### src/rtl/imem_loader_if.sv
// Byte-stream and instruction-memory write-port bundle for imem_loader.
// master = the loader; slave = byte source / instruction memory side.
interface imem_loader_if #(
    parameter int ADDR_W = 10
);
    logic              s_valid;
    logic [7:0]        s_data;
    logic              s_ready;
    logic              write_en;
    logic [ADDR_W-1:0] write_addr;
    logic [31:0]       write_data;

    modport master (
        input  s_valid, s_data,
        output s_ready, write_en, write_addr, write_data
    );

    modport slave (
        output s_valid, s_data,
        input  s_ready, write_en, write_addr, write_data
    );
endinterface

### src/rtl/imem_loader.sv
// Streams little-endian bytes into instruction memory and holds the core in reset until done.
// Optional trailer checksum enabled by defining IMEM_LOADER_CHECKSUM_EN.
module imem_loader #(
    parameter int ADDR_W = 10
) (
    input  logic              clk,
    input  logic              rst_n,
    input  logic              start,
    input  logic [ADDR_W:0]   len_words,
    imem_loader_if.master     bus,
    output logic              core_rst,
    output logic              busy,
    output logic              done,
    output logic              err
);

`ifdef IMEM_LOADER_CHECKSUM_EN
    typedef enum logic [2:0] {
        IDLE  = 3'd0,
        RECV  = 3'd1,
        WRITE = 3'd2,
        CSUM  = 3'd3,
        DONE  = 3'd4
    } state_t;
`else
    typedef enum logic [2:0] {
        IDLE  = 3'd0,
        RECV  = 3'd1,
        WRITE = 3'd2,
        DONE  = 3'd4
    } state_t;
`endif

    localparam logic [ADDR_W:0] CAPACITY = {1'b1, {ADDR_W{1'b0}}};
    localparam logic [ADDR_W:0] IDX_ONE  = {{ADDR_W{1'b0}}, 1'b1};

    state_t            state_r;
    logic [ADDR_W:0]   idx_r;
    logic [ADDR_W:0]   len_r;
    logic [1:0]        byte_cnt_r;
    logic [23:0]       word_r;
    logic [ADDR_W:0]   next_idx_s;
    logic [31:0]       full_word_s;
    logic              accept_s;
`ifdef IMEM_LOADER_CHECKSUM_EN
    logic [31:0]       csum_r;
`endif

    // Places byte k of the first three bytes of a word; the fourth byte is taken straight from the bus.
    function automatic logic [23:0] pack_byte(input logic [23:0] w, input logic [1:0] k,
                                              input logic [7:0] b);
        logic [23:0] r;
        r = w;
        case (k)
            2'd0:    r[7:0]   = b;
            2'd1:    r[15:8]  = b;
            2'd2:    r[23:16] = b;
            default: r        = w;
        endcase
        return r;
    endfunction

    assign next_idx_s  = idx_r + IDX_ONE;
    assign full_word_s = {bus.s_data, word_r};
    assign accept_s    = bus.s_valid & bus.s_ready;

    // Load sequencer with registered handshake, write-port and status outputs.
    always_ff @(posedge clk or negedge rst_n) begin
        if (!rst_n) begin
            state_r        <= IDLE;
            idx_r          <= '0;
            len_r          <= '0;
            byte_cnt_r     <= 2'd0;
            word_r         <= 24'd0;
            bus.s_ready    <= 1'b0;
            bus.write_en   <= 1'b0;
            bus.write_addr <= '0;
            bus.write_data <= 32'd0;
            core_rst       <= 1'b1;
            busy           <= 1'b0;
            done           <= 1'b0;
            err            <= 1'b0;
`ifdef IMEM_LOADER_CHECKSUM_EN
            csum_r         <= 32'd0;
`endif
        end else begin
            case (state_r)
                IDLE: begin
                    bus.s_ready  <= 1'b0;
                    bus.write_en <= 1'b0;
                    if (start) begin
                        if ((len_words == '0) || (len_words > CAPACITY)) begin
                            err      <= 1'b1;
                            done     <= 1'b0;
                            core_rst <= 1'b1;
                        end else begin
                            done        <= 1'b0;
                            err         <= 1'b0;
                            core_rst    <= 1'b1;
                            busy        <= 1'b1;
                            bus.s_ready <= 1'b1;
                            idx_r       <= '0;
                            len_r       <= len_words;
                            byte_cnt_r  <= 2'd0;
                            state_r     <= RECV;
`ifdef IMEM_LOADER_CHECKSUM_EN
                            csum_r      <= 32'd0;
`endif
                        end
                    end
                end
                RECV: begin
                    if (accept_s) begin
                        word_r     <= pack_byte(word_r, byte_cnt_r, bus.s_data);
                        byte_cnt_r <= byte_cnt_r + 2'd1;
                        if (byte_cnt_r == 2'd3) begin
                            bus.s_ready    <= 1'b0;
                            bus.write_en   <= 1'b1;
                            bus.write_addr <= idx_r[ADDR_W-1:0];
                            bus.write_data <= full_word_s;
                            state_r        <= WRITE;
                        end
                    end
                end
                WRITE: begin
                    bus.write_en <= 1'b0;
                    idx_r        <= next_idx_s;
                    byte_cnt_r   <= 2'd0;
`ifdef IMEM_LOADER_CHECKSUM_EN
                    csum_r       <= csum_r + bus.write_data;
`endif
                    if (next_idx_s == len_r) begin
`ifdef IMEM_LOADER_CHECKSUM_EN
                        bus.s_ready <= 1'b1;
                        state_r     <= CSUM;
`else
                        done        <= 1'b1;
                        core_rst    <= 1'b0;
                        busy        <= 1'b0;
                        state_r     <= DONE;
`endif
                    end else begin
                        bus.s_ready <= 1'b1;
                        state_r     <= RECV;
                    end
                end
`ifdef IMEM_LOADER_CHECKSUM_EN
                // Trailer bytes reuse the word packer; the comparison happens on the fourth byte.
                CSUM: begin
                    if (accept_s) begin
                        word_r     <= pack_byte(word_r, byte_cnt_r, bus.s_data);
                        byte_cnt_r <= byte_cnt_r + 2'd1;
                        if (byte_cnt_r == 2'd3) begin
                            bus.s_ready <= 1'b0;
                            busy        <= 1'b0;
                            if (full_word_s == csum_r) begin
                                done     <= 1'b1;
                                core_rst <= 1'b0;
                                state_r  <= DONE;
                            end else begin
                                err      <= 1'b1;
                                core_rst <= 1'b1;
                                state_r  <= IDLE;
                            end
                        end
                    end
                end
`endif
                DONE: begin
                    bus.s_ready  <= 1'b0;
                    bus.write_en <= 1'b0;
                    state_r      <= IDLE;
                end
                default: begin
                    bus.s_ready  <= 1'b0;
                    bus.write_en <= 1'b0;
                    busy         <= 1'b0;
                    state_r      <= IDLE;
                end
            endcase
        end
    end

endmodule

### src/flat_wrapper.sv
// flat-port wrapper written by rule: the top's interface ports become plain ports
module imem_loader_flat 
#(
    parameter int ADDR_W = 10
)
  (clk, rst_n, start, len_words, core_rst, busy, done, err, bus_s_valid, bus_s_data, bus_s_ready, bus_write_en, bus_write_addr, bus_write_data);
  imem_loader_if #(.ADDR_W(ADDR_W)) bus_i ();
  input  logic clk;
  input  logic rst_n;
  input  logic start;
  input  logic [ADDR_W:0] len_words;
  output logic core_rst;
  output logic busy;
  output logic done;
  output logic err;
  input wire logic [$bits(bus_i.s_valid)-1:0] bus_s_valid;
  input wire logic [$bits(bus_i.s_data)-1:0] bus_s_data;
  output wire logic [$bits(bus_i.s_ready)-1:0] bus_s_ready;
  output wire logic [$bits(bus_i.write_en)-1:0] bus_write_en;
  output wire logic [$bits(bus_i.write_addr)-1:0] bus_write_addr;
  output wire logic [$bits(bus_i.write_data)-1:0] bus_write_data;
  assign bus_i.s_valid = bus_s_valid;
  assign bus_i.s_data = bus_s_data;
  assign bus_s_ready = bus_i.s_ready;
  assign bus_write_en = bus_i.write_en;
  assign bus_write_addr = bus_i.write_addr;
  assign bus_write_data = bus_i.write_data;
  imem_loader #(.ADDR_W(ADDR_W)) u_core (.clk(clk), .rst_n(rst_n), .start(start), .len_words(len_words), .bus(bus_i), .core_rst(core_rst), .busy(busy), .done(done), .err(err));
endmodule
### config.mk
export PLATFORM = sky130hd
export DESIGN_NAME = imem_loader_flat
export DESIGN_NICKNAME = d
export VERILOG_FILES = /design/src/rtl/imem_loader_if.sv /design/src/rtl/imem_loader.sv /design/src/flat_wrapper.sv
export SDC_FILE = /design/constraint.sdc
export NUM_CORES = 1
export LEC_CHECK = 0
export CAP_MARGIN = 20
export CORE_MARGIN = 5
export CORE_UTILIZATION = 51
export DETAILED_ROUTE_END_ITERATION = 10
export PLACE_DENSITY = 0.77
export SLEW_MARGIN = 10
export SYNTH_ARGS = -nofsm -noshare
export SYNTH_HDL_FRONTEND = slang
export SYNTH_SLANG_ARGS = --single-unit
### constraint.sdc
create_clock -name clk -period 4.4 [get_ports clk]
set_clock_uncertainty 0.1 [all_clocks]
set_input_delay 0.88 -clock clk [delete_from_list [all_inputs] [get_ports clk]]
set_output_delay 0.88 -clock clk [all_outputs]
set_load 0.02 [all_outputs]
==> reports/results.tsv, run 1 <==
stage	metric	value	unit
hold_path	worst hold path class	flip-flop to flip-flop	
worst_setup_path	Worst EP required	4.56	ns
clock_tree	Worst-Skew Late Latency	0.36	ns
placement	dpl hpwl	5900	um
sta	Slew Viols, Final	0	
clock_tree	H-tree levels	3	
sta	actual slew at the worst max-slew pin	1.04	ns
synthesis	synth top area cells	dfrtp_1 56%, mux2_2 20%, o21ai_0 2.8%	
synthesis	leading area contributor after synthesis	dfrtp_1	
sta	RSZ-0062 raised after global routing	no	
synthesis	Syn Area/Cell	12.8	um2
detailed_routing	1st-iter DRT viols	66	
global_routing	total grt overflow	0	
power	Leak Pwr	0.00248	uW
detailed_routing	DR vias	2811	
worst_setup_path	critical path arrival	3.26	ns
finish	final cell count without fillers	520	
synthesis	Synth Cell Area	4360	um2
detailed_routing	DRT Pass-1 Iters	4	
synthesis	Mapped Nets	369	
placement	gp weighted congestion	0.818	
sta	final setup fails	0	
die	row count	33	
power	Sw Share	23.1	%
finish	Final Util	64.0	%
synthesis	FF+latch count, synth	99	
finish	layout cells sized above 1	25.8	%
clock_tree	CTS tree	built	
die	DIE HEIGHT	102	um
power	power density over cell area	280	nW/um2
die	Die Width	102	um
finish	Area growth syn-to-layout	21.3	%
power	Peak supply drop	173	uV
run	max cap viols	0	
power	Gate power share	3.1	%
synthesis	register area share after synthesis	56.9	%
power	Clk pwr share	35.4	%
global_routing	initial antenna violation count	0	
detailed_routing	# DRC	0	
synthesis	Synth warnings	0	
detailed_routing	Routed Antenna Nets	0	
sta	Tmin final	3.10	ns
clock_tree	# resized after CTS	0	
placement	port bufs	70	
worst_setup_path	max incr delay on CP	0.57	ns
clock_tree	CTS max path bufs	2	
power	Reg power frac	61.5	%
worst_setup_path	CP Launch Type	input pin	
sta	final period utilization	70.5	%
clock_tree	clock buffer count from CTS	9	
worst_setup_path	crit path cell chain	clkdlybuf4s50_1 -> or4_4 -> nor4_4 -> xnor2_1 -> a31oi_2 -> o21ai_0 -> o31ai_1	
synthesis	Post-Syn Instances	341	
clock_tree	Hold Buf Count CTS	0	
die	core area	8260	um2
die	Initial Utilization	52.8	%
outcome	status	finished clean	
placement	placed cells	504	
synthesis	Distinct cells, synth	44	
worst_setup_path	crit end category	flip-flop	
global_routing	gr usage total	17.2	%
placement	DP Area	5110	um2
synthesis	Most used DFF post-synth	dfrtp_1	
finish	nets	439	
die	die area	10500	um2
global_routing	vias in the first global route	2936	
clock_tree	clk sinks	99	
synthesis	top cell type's share of synthesized area	56.3	%
worst_setup_path	Setup CP Type	input pin to flip-flop	
sta	slew margin rel.	30.6	%
detailed_routing	final WL	8250	um
global_routing	largest net degree at the start of global routing	77	
clock_tree	Post-CTS Setup Bufs	0	
finish	n_diodes	0	
clock_tree	clk root buf	clkbuf_8	
sta	Fin. Hold Viols	0	
synthesis	Post-synth EDFFs	0	
die	IO Pins	71	
sta	upper clock frequency limit	0.322	GHz
power	P_sw	342	uW
global_routing	first-pass GRT wire length	14200	um
synthesis	ys async rst share	100	%
power	Internal	1140	uW
detailed_routing	routed len/inst	15.9	um
clock_tree	clock-pin slew on the worst setup and hold paths	0.09	ns
worst_setup_path	Slowest cell on crit path	a31oi_2	
worst_setup_path	CP Max Fanout	13	
finish	finished layout cell area	5290	um2
sta	sum of negative setup slack	0	ns
detailed_routing	Via density	5.41	
-- critical path, delay by kind of cell --
| kind | cells | cell delay, ns |
|---|---|---|
| AO/OA/AOI/OAI | 3 | 0.89 |
| XOR/XNOR | 1 | 0.22 |
| buffers and inverters | 1 | 0.43 |
| AND/OR/NAND/NOR | 2 | 0.83 |
-- layer usage --
layer  track usage [%]  share of wire [%]  up-vias
met5                 0                  0        -
met4              5.85                1.5        0
met3              3.96                4.0       10
met2              27.9                 49       50
met1              22.9                 46     1407
li1                  -                  -     1344
-- cell usage in the layout (no fill, tap or decap), types with 3 or more instances in the layout --
cell and instances:
a21oi_1 4, a31oi_1 4, clkbuf_8 9, clkdlybuf4s50_1 69, dfrtp_1 98, ha_1 5, inv_1 9, mux2_2 78
nand2_1 23, nand2b_1 3, nand3_1 7, nand4_1 4, nor2_1 17, nor2b_1 4, nor3_1 5, o21ai_0 24
xnor2_1 7, xor2_1 7
-- flip-flops by register name, indices dropped and copies added, names as in the netlist --
signal                 cells
u_core.err                 1
u_core.bus.s_ready         1
u_core.idx_r              11
u_core.core_rst            1
u_core.byte_cnt_r          2
u_core.bus.write_en        1
u_core.busy                1
u_core.state_r             3
u_core.len_r              11
u_core.bus.write_addr     10
u_core.word_r             24
u_core.done                1
u_core.bus.write_data     32
-- synthesized netlist by cell type (4+ instances only) --
| cell | number |
|---|---|
| ha_1 | 5 |
| nand3_1 | 7 |
| inv_1 | 9 |
| xor2_1 | 7 |
| mux2_2 | 78 |
| dfrtp_1 | 98 |
| xnor2_1 | 7 |
| a21oi_1 | 4 |
| o21ai_0 | 24 |
| a31oi_1 | 4 |
| nand4_1 | 4 |
| nor2_1 | 17 |
| nor2b_1 | 4 |
| clkbuf_1 | 5 |
| nor3_1 | 5 |
| nand2_1 | 24 |
-- area by class of cell --
cell class	count	area, um2
Fill cell	660	2970
Sequential cell	99	2480
Multi-Input combinational cell	220	1760
Timing Repair Buffer	72	711
Tap cell	105	131
Clock buffer	9	124
Clock inverter	6	48.8
Inverter	9	33.8
-- stage by stage --
step | hold slack [ns] | setup WS (ns) | total power [uW]
2_1_floorplan | 0.375 | 1.66 | 932
3_3_place_gp | 0.375 | 1.03 | 975
3_5_place_dp | 0.388 | 0.957 | 975
4_1_cts | 0.408 | 1.31 | 1490
5_1_grt | 0.427 | 1.17 | 1540
6_report | 0.402 | 1.30 | 1480
-- path summary, 6_finish.rpt --
path | startpoint | endpoint | slack (ns) | depth (start not counted)
worst max-delay path | len_words[5] | u_core.idx_r[3] | 1.30 | 7
worst min-delay path | u_core.core_rst | u_core.core_rst | 0.40 | 2
worst max register to register | u_core.state_r[2] | u_core.bus.write_addr[3] | 1.85 | 5
worst min register to register | u_core.core_rst | u_core.core_rst | 0.40 | 2
max in group asynchronous | rst_n | u_core.idx_r[4] | 2.81 | 2
min in group asynchronous | rst_n | u_core.bus.write_data[21] | 0.54 | 1
-- power by group through the flow --
stage               combinational (uW)  clock (uW)  sequential [uW]
CTS                               47.9         536              909
global placement                  47.4           0              927
global route                      52.2         577              909
finish                            46.0         524              909
detailed placement                47.7           0              927
floorplan                         4.67           0              927
-- kinds of logic after synthesis --
logic type,share of synthesized area (%)
xor gates and xnor gates,2.81
adders and majority gates,1.44
DFF,56.9
AOI/OAI and AO/OA,6.63
muxes,20.4
buffers and inverters,2.81
and+or+nand+nor,9.04
No activity file was read; power rests on OpenSTA's default activity.
==> run 2, diff against run 1 <==
==> constraint.sdc (replaced) <==
create_clock -name clk -period 2.87 [get_ports clk]
set_clock_uncertainty 0.1 [all_clocks]
set_input_delay 0.574 -clock clk [delete_from_list [all_inputs] [get_ports clk]]
set_output_delay 0.574 -clock clk [all_outputs]
set_load 0.02 [all_outputs]
==> reports/results.tsv, run 2 (same netlist as run 1, synthesis figures left out) <==
stage	metric	value	unit	change
outcome	status	finished clean		
clock_tree	# resized after CTS	0		unchanged
die	core area	8260	um2	unchanged
detailed_routing	routed len/inst	15.9	um	+0.42%
global_routing	vias in the first global route	3043		+3.6%
clock_tree	Hold Buf Count CTS	0		unchanged
finish	Final Util	65.3	%	+1.2 points
sta	final period utilization	89.4	%	
worst_setup_path	r2r setup slk	0.48	ns	-1.37 ns
clock_tree	CTS max path bufs	2		unchanged
power	Power Total	2240	uW	+52%
worst_setup_path	CP Launch Type	input pin		
global_routing	initial antenna violation count	0		unchanged
finish	n_diodes	0		unchanged
global_routing	gr usage total	17.4	%	+0.17 points
die	Initial Utilization	52.8	%	unchanged
placement	dpl hpwl	6010	um	+1.9%
clock_tree	H-tree levels	3		unchanged
sta	Fin. Hold Viols	0		unchanged
detailed_routing	Routed Antenna Nets	0		unchanged
worst_setup_path	max incr delay on CP	0.53	ns	-0.04 ns
detailed_routing	final WL	8460	um	+2.5%
power	Peak supply drop	237	uV	+37%
detailed_routing	DRT Pass-1 Iters	5		+1
sta	RSZ-0062 raised after global routing	no		
finish	most frequent cells in the layout	98 x dfrtp_1, 78 x mux2_2, 69 x clkdlybuf4s50_1		
die	DIE HEIGHT	102	um	unchanged
power	Leak Pwr	0.00253	uW	+2.4%
global_routing	total grt overflow	0		unchanged
finish	finished layout cell area	5390	um2	+1.9%
placement	gp weighted congestion	0.813		-0.65%
detailed_routing	Top Layer Used	met4		
power	Internal	1750	uW	+53%
worst_setup_path	CP Max Fanout	10		-3
power	P_sw	496	uW	+45%
power	Reg power frac	62.2	%	+0.7 points
detailed_routing	M1 wire length	3890	um	+3.2%
placement	DP Area	5220	um2	+2.3%
detailed_routing	# DRC	0		unchanged
sta	Tmin final	2.57	ns	
worst_setup_path	CP top delay family	simple AND/OR/NAND/NOR gates		
finish	top flop regs	u_core.bus.write_data x32, u_core.word_r x24		
sta	actual slew at the worst max-slew pin	0.562	ns	-0.474 ns
die	row count	33		unchanged
clock_tree	Worst-Skew Late Latency	0.34	ns	-0.02 ns
hold_path	worst hold path class	input pin to async pin		
placement	port bufs	70		unchanged
global_routing	largest net degree at the start of global routing	100		+30%
worst_setup_path	critical path arrival	2.70	ns	-0.56 ns
sta	slew margin rel.	62.2	%	+32 points
finish	max FFs per register	32		unchanged
sta	Slew Viols, Final	0		unchanged
clock_tree	clk sinks	99		unchanged
power	Sw Share	22.1	%	-0.98 points
finish	layout cells sized above 1	27.5	%	+1.7 points
run	max cap viols	0		unchanged
power	power density over cell area	416	nW/um2	+49%
worst_setup_path	Crit path top cell by count	buf_4		
detailed_routing	wire length on met2	4260	um	+5.6%
worst_setup_path	Buf/Inv on CP	3		+2
detailed_routing	Via density	5.48		+1.4%
finish	most common cell after layout, fill and taps aside	dfrtp_1		
placement	placed cells	516		+2.4%
finish	Biggest register	u_core.bus.write_data		
worst_setup_path	Setup CP Type	input pin to flip-flop		
die	Die Width	102	um	unchanged
clock_tree	Post-CTS Setup Bufs	0		unchanged
finish	nets	450		+2.5%
finish	Fill cells	643		-2.6%
power	Gate power share	3.5	%	+0.4 points
worst_setup_path	crit end category	flip-flop		
finish	final cell count without fillers	531		+2.1%
power	Clk pwr share	34.3	%	-1.1 points
sta	upper clock frequency limit	0.390	GHz	
die	die area	10500	um2	unchanged
worst_setup_path	Worst EP required	3.00	ns	-1.56 ns
clock_tree	clock buffer count from CTS	9		unchanged
worst_setup_path	Slowest cell on crit path	or4_4		
die	IO Pins	71		unchanged
clock_tree	clock-pin slew on the worst setup and hold paths	0.10	ns	about the same
detailed_routing	DR vias	2910		+3.5%
detailed_routing	met3 routed WL	253	um	-23%
sta	final setup fails	0		unchanged
clock_tree	CTS tree	built		
clock_tree	clk root buf	clkbuf_8		
detailed_routing	1st-iter DRT viols	69		+4.5%
worst_setup_path	crit path cell chain	clkdlybuf4s50_1 -> or4_4 -> nor4_4 -> xnor2_1 -> buf_4 -> nand3_2 -> buf_4 -> mux2_2		
finish	Area growth syn-to-layout	23.7	%	
global_routing	first-pass GRT wire length	14500	um	+2.3%
==> run 2: path summary, 6_finish.rpt <==
check | start | to | cells after the start
worst min-delay path | rst_n | u_core.word_r[21] | 2
worst max-delay path | len_words[4] | u_core.len_r[4] | 8
min in group clk | u_core.core_rst | u_core.core_rst | 2
worst max register to register | u_core.idx_r[0] | u_core.state_r[0] | 6
max in group asynchronous | rst_n | u_core.core_rst | 2
worst min register to register | u_core.core_rst | u_core.core_rst | 2
==> run 2: routing by layer <==
metal  vias up  global-route usage [%]
met5         -                       0
met3         5                    2.66
met2        50                    29.2
met4         0                    5.65
met1      1483                    23.1
li1       1372                       -
==> run 2: worst register-to-register path: cells and delay by family (launching register included) <==
family | cells | cell delay [ns]
flops | 1 | 0.50
compound gates | 2 | 0.35
simple gates | 3 | 0.98
fa+ha+maj | 1 | 0.32
==> run 2: area by class of cell <==
| type | count | area (um2) | area share, % |
|---|---|---|---|
| clock inverter | 5 | 37.5 | 0.697 |
| tap | 105 | 131 | 2.44 |
| timing repair buffer | 83 | 821 | 15.2 |
| sequential | 99 | 2480 | 46.0 |
| multi-input combinational | 220 | 1760 | 32.6 |
| inverter | 9 | 33.8 | 0.627 |
| clock buffer | 10 | 128 | 2.37 |
==> run 2: power groups by stage <==
stage	Combinational, uW	Sequential, uW	Clock, uW
after floorplan	7.16	1420	0
after global placement	81.0	1420	0
after detailed placement	81.6	1420	0
after CTS	82.0	1390	796
after global routing	89.4	1390	858
final	79.5	1390	768
==> run 2: metrics by stage <==
stage               TNS, ns  setup WS (ns)  hold WS, ns
floorplan                 0          0.437        0.178
global placement     -0.294        -0.0306        0.374
detailed placement   -0.846        -0.0886        0.380
CTS                       0          0.288        0.179
global route              0          0.160        0.188
finish                    0          0.303        0.164
==> run 3, diff against run 2 <==
--- a/config.mk
+++ b/config.mk
@@ -5,7 +5,6 @@
 export SDC_FILE = /design/constraint.sdc
 export NUM_CORES = 1
 export LEC_CHECK = 0
-export CAP_MARGIN = 20
 export CORE_MARGIN = 5
 export CORE_UTILIZATION = 51
 export DETAILED_ROUTE_END_ITERATION = 10
==> constraint.sdc (replaced) <==
create_clock -name clk -period 3.16 [get_ports clk]
set_clock_uncertainty 0.1 [all_clocks]
set_input_delay 0.632 -clock clk [delete_from_list [all_inputs] [get_ports clk]]
set_output_delay 0.632 -clock clk [all_outputs]
set_load 0.02 [all_outputs]
==> reports/results.tsv, run 3 (same netlist as run 1, synthesis figures left out) <==
stage	metric	value	unit	change
outcome	status	finished clean		
power	Internal	1600	uW	-8.2%
worst_setup_path	critical path arrival	2.91	ns	+0.21 ns
die	Die Width	102	um	unchanged
finish	n_diodes	0		unchanged
die	DIE HEIGHT	102	um	unchanged
worst_setup_path	crit path cell chain	clkdlybuf4s50_1 -> or4_4 -> nor4_4 -> xnor2_1 -> nand3_2 -> mux2_2		
power	Clk pwr share	36.9	%	+2.6 points
worst_setup_path	CP top delay family	simple AND/OR/NAND/NOR gates		
sta	slew margin rel.	58.4	%	-3.8 points
global_routing	total grt overflow	0		unchanged
finish	finished layout cell area	5350	um2	-0.67%
sta	upper clock frequency limit	0.362	GHz	
power	Peak supply drop	242	uV	+1.9%
power	P_sw	510	uW	+3.0%
clock_tree	H-tree levels	3		unchanged
global_routing	vias in the first global route	2841		-6.6%
power	Leak Pwr	0.00251	uW	-0.90%
placement	port bufs	70		unchanged
placement	dpl hpwl	5910	um	-1.5%
worst_setup_path	Buf/Inv on CP	1		-2
finish	layout cells sized above 1	26.3	%	-1.1 points
die	core area	8260	um2	unchanged
run	max cap viols	0		unchanged
worst_setup_path	CP Max Fanout	10		unchanged
die	row count	33		unchanged
detailed_routing	Routed Antenna Nets	0		unchanged
global_routing	GR Util met3	3.00	%	+0.34 points
clock_tree	Worst-Skew Late Latency	0.36	ns	+0.02 ns
global_routing	first-pass GRT wire length	14000	um	-3.1%
detailed_routing	1st-iter DRT viols	87		+26%
global_routing	largest net degree at the start of global routing	53		-47%
clock_tree	Post-CTS Setup Bufs	0		unchanged
clock_tree	clk sinks	99		unchanged
clock_tree	clock buffer count from CTS	9		unchanged
detailed_routing	DRT Pass-1 Iters	4		-1
finish	Biggest register	u_core.bus.write_data		
die	Initial Utilization	52.8	%	unchanged
sta	final period utilization	87.4	%	
clock_tree	clock-pin slew on the worst setup and hold paths	0.11	ns	about the same
power	Sw Share	24.2	%	+2.0 points
finish	max FFs per register	32		unchanged
die	IO Pins	71		unchanged
worst_setup_path	Setup CP Type	input pin to flip-flop		
detailed_routing	final WL	8260	um	-2.4%
finish	Area growth syn-to-layout	22.8	%	
finish	Fill cells	644		+0.16%
clock_tree	Hold Buf Count CTS	0		unchanged
sta	RSZ-0062 raised after global routing	no		
worst_setup_path	Slowest cell on crit path	or4_4		
sta	sum of negative setup slack	0	ns	unchanged
clock_tree	CTS tree	built		
sta	actual slew at the worst max-slew pin	0.624	ns	+0.0612 ns
detailed_routing	DR vias	2856		-1.9%
worst_setup_path	max incr delay on CP	0.56	ns	+0.03 ns
global_routing	met2 Usage GRT	26.0	%	-3.3 points
finish	most common cell after layout, fill and taps aside	dfrtp_1		
worst_setup_path	r2r startpoint	u_core.idx_r[0]		
placement	DP Area	5160	um2	-1.3%
sta	Slew Viols, Final	0		unchanged
placement	gp weighted congestion	0.834		+2.5%
detailed_routing	routed len/inst	15.8	um	-0.86%
global_routing	gr usage total	17.0	%	-0.38 points
sta	Tmin final	2.76	ns	
finish	top flop regs	u_core.bus.write_data x32, u_core.word_r x24		
detailed_routing	# DRC	0		unchanged
sta	Fin. Hold Viols	0		unchanged
power	power density over cell area	395	nW/um2	-5.1%
clock_tree	# resized after CTS	0		unchanged
die	die area	10500	um2	unchanged
power	Gate power share	3.1	%	-0.4 points
detailed_routing	Via density	5.46		-0.35%
finish	nets	441		-2.0%
worst_setup_path	worst setup path start	len_words[5]		
global_routing	Top Usage Layer GRT	met2		
power	Reg power frac	59.9	%	-2.3 points
worst_setup_path	Worst EP required	3.31	ns	+0.31 ns
global_routing	initial antenna violation count	0		unchanged
worst_setup_path	CP Launch Type	input pin		
hold_path	worst hold path class	input pin to async pin		
sta	final setup fails	0		unchanged
clock_tree	CTS max path bufs	2		unchanged
worst_setup_path	crit end category	flip-flop		
clock_tree	clk root buf	clkbuf_8		
global_routing	met1 Use GR	24.6	%	+1.5 points
finish	most frequent cells in the layout	98 x dfrtp_1, 78 x mux2_2, 69 x clkdlybuf4s50_1		
==> run 3: cell count changes in the layout (fill, tap and decap cells not counted), sizes merged <==
cell / previous run / this run
inv: 11 / 12
clkinv: 1 / 4
clkinvlp: 2 / 0
buf: 14 / 5
clkbuf: 10 / 9
==> run 3: power by group through the flow <==
stage	sequential (uW)	combinational, uW	clock, uW
5_1_grt	1270	75.7	865
4_1_cts	1270	68.8	805
3_3_place_gp	1290	68.1	0
2_1_floorplan	1290	6.51	0
3_5_place_dp	1290	68.8	0
6_report	1270	66.4	781
==> run 3: final timing paths <==
kind,cells after the start,slack (ns),end
min in group clk,2,0.39,u_core.core_rst
worst min-delay path,1,0.17,u_core.bus.write_data[12]
worst max register to register,6,0.84,u_core.state_r[0]
max in group asynchronous,2,2.04,u_core.core_rst
worst max-delay path,6,0.40,u_core.len_r[1]
worst min register to register,2,0.39,u_core.core_rst
==> run 3: final cells by class <==
class / instances / area [um2] / area share, %
well taps: 105 / 131 / 2.45
multi-input cells: 220 / 1760 / 32.9
flip-flops and latches: 99 / 2480 / 46.3
inverters: 9 / 33.8 / 0.631
clock inverters: 7 / 72.6 / 1.36
clock buffers: 9 / 124 / 2.31
repair buffers: 74 / 753 / 14.1
==> run 3: stage by stage <==
| step | utilization [%] | power [uW] | hold WS (ns) | setup slack [ns] | cells |
|---|---|---|---|---|---|
| finish | 64.8 | 2110 | 0.173 | 0.399 | 523 |
| global route | 64.8 | 2210 | 0.188 | 0.269 | 523 |
| CTS | 64.8 | 2140 | 0.179 | 0.390 | 523 |
| detailed placement | 62.4 | 1360 | 0.381 | 0.00168 | 507 |
| global placement | 62.4 | 1360 | 0.374 | 0.0984 | 507 |
| floorplan | - | 1300 | 0.236 | 0.669 | 341 |
==> run 3: routing by layer <==
layer	share of wire, %	wire length [um]	up-vias
met3	4.1	339	6
met1	46	3810	1429
met5	0	0	-
met2	49	4060	64
li1	-	-	1357
met4	0.76	63	0
==> run 3: worst reg2reg max path: stages (launching register included) <==
cell	delay, ns
dfrtp_1	0.47
ha_1	0.30
nand2_1	0.10
nor3_1	0.41
o21ai_0	0.22
nor4b_1	0.45
o22ai_1	0.14
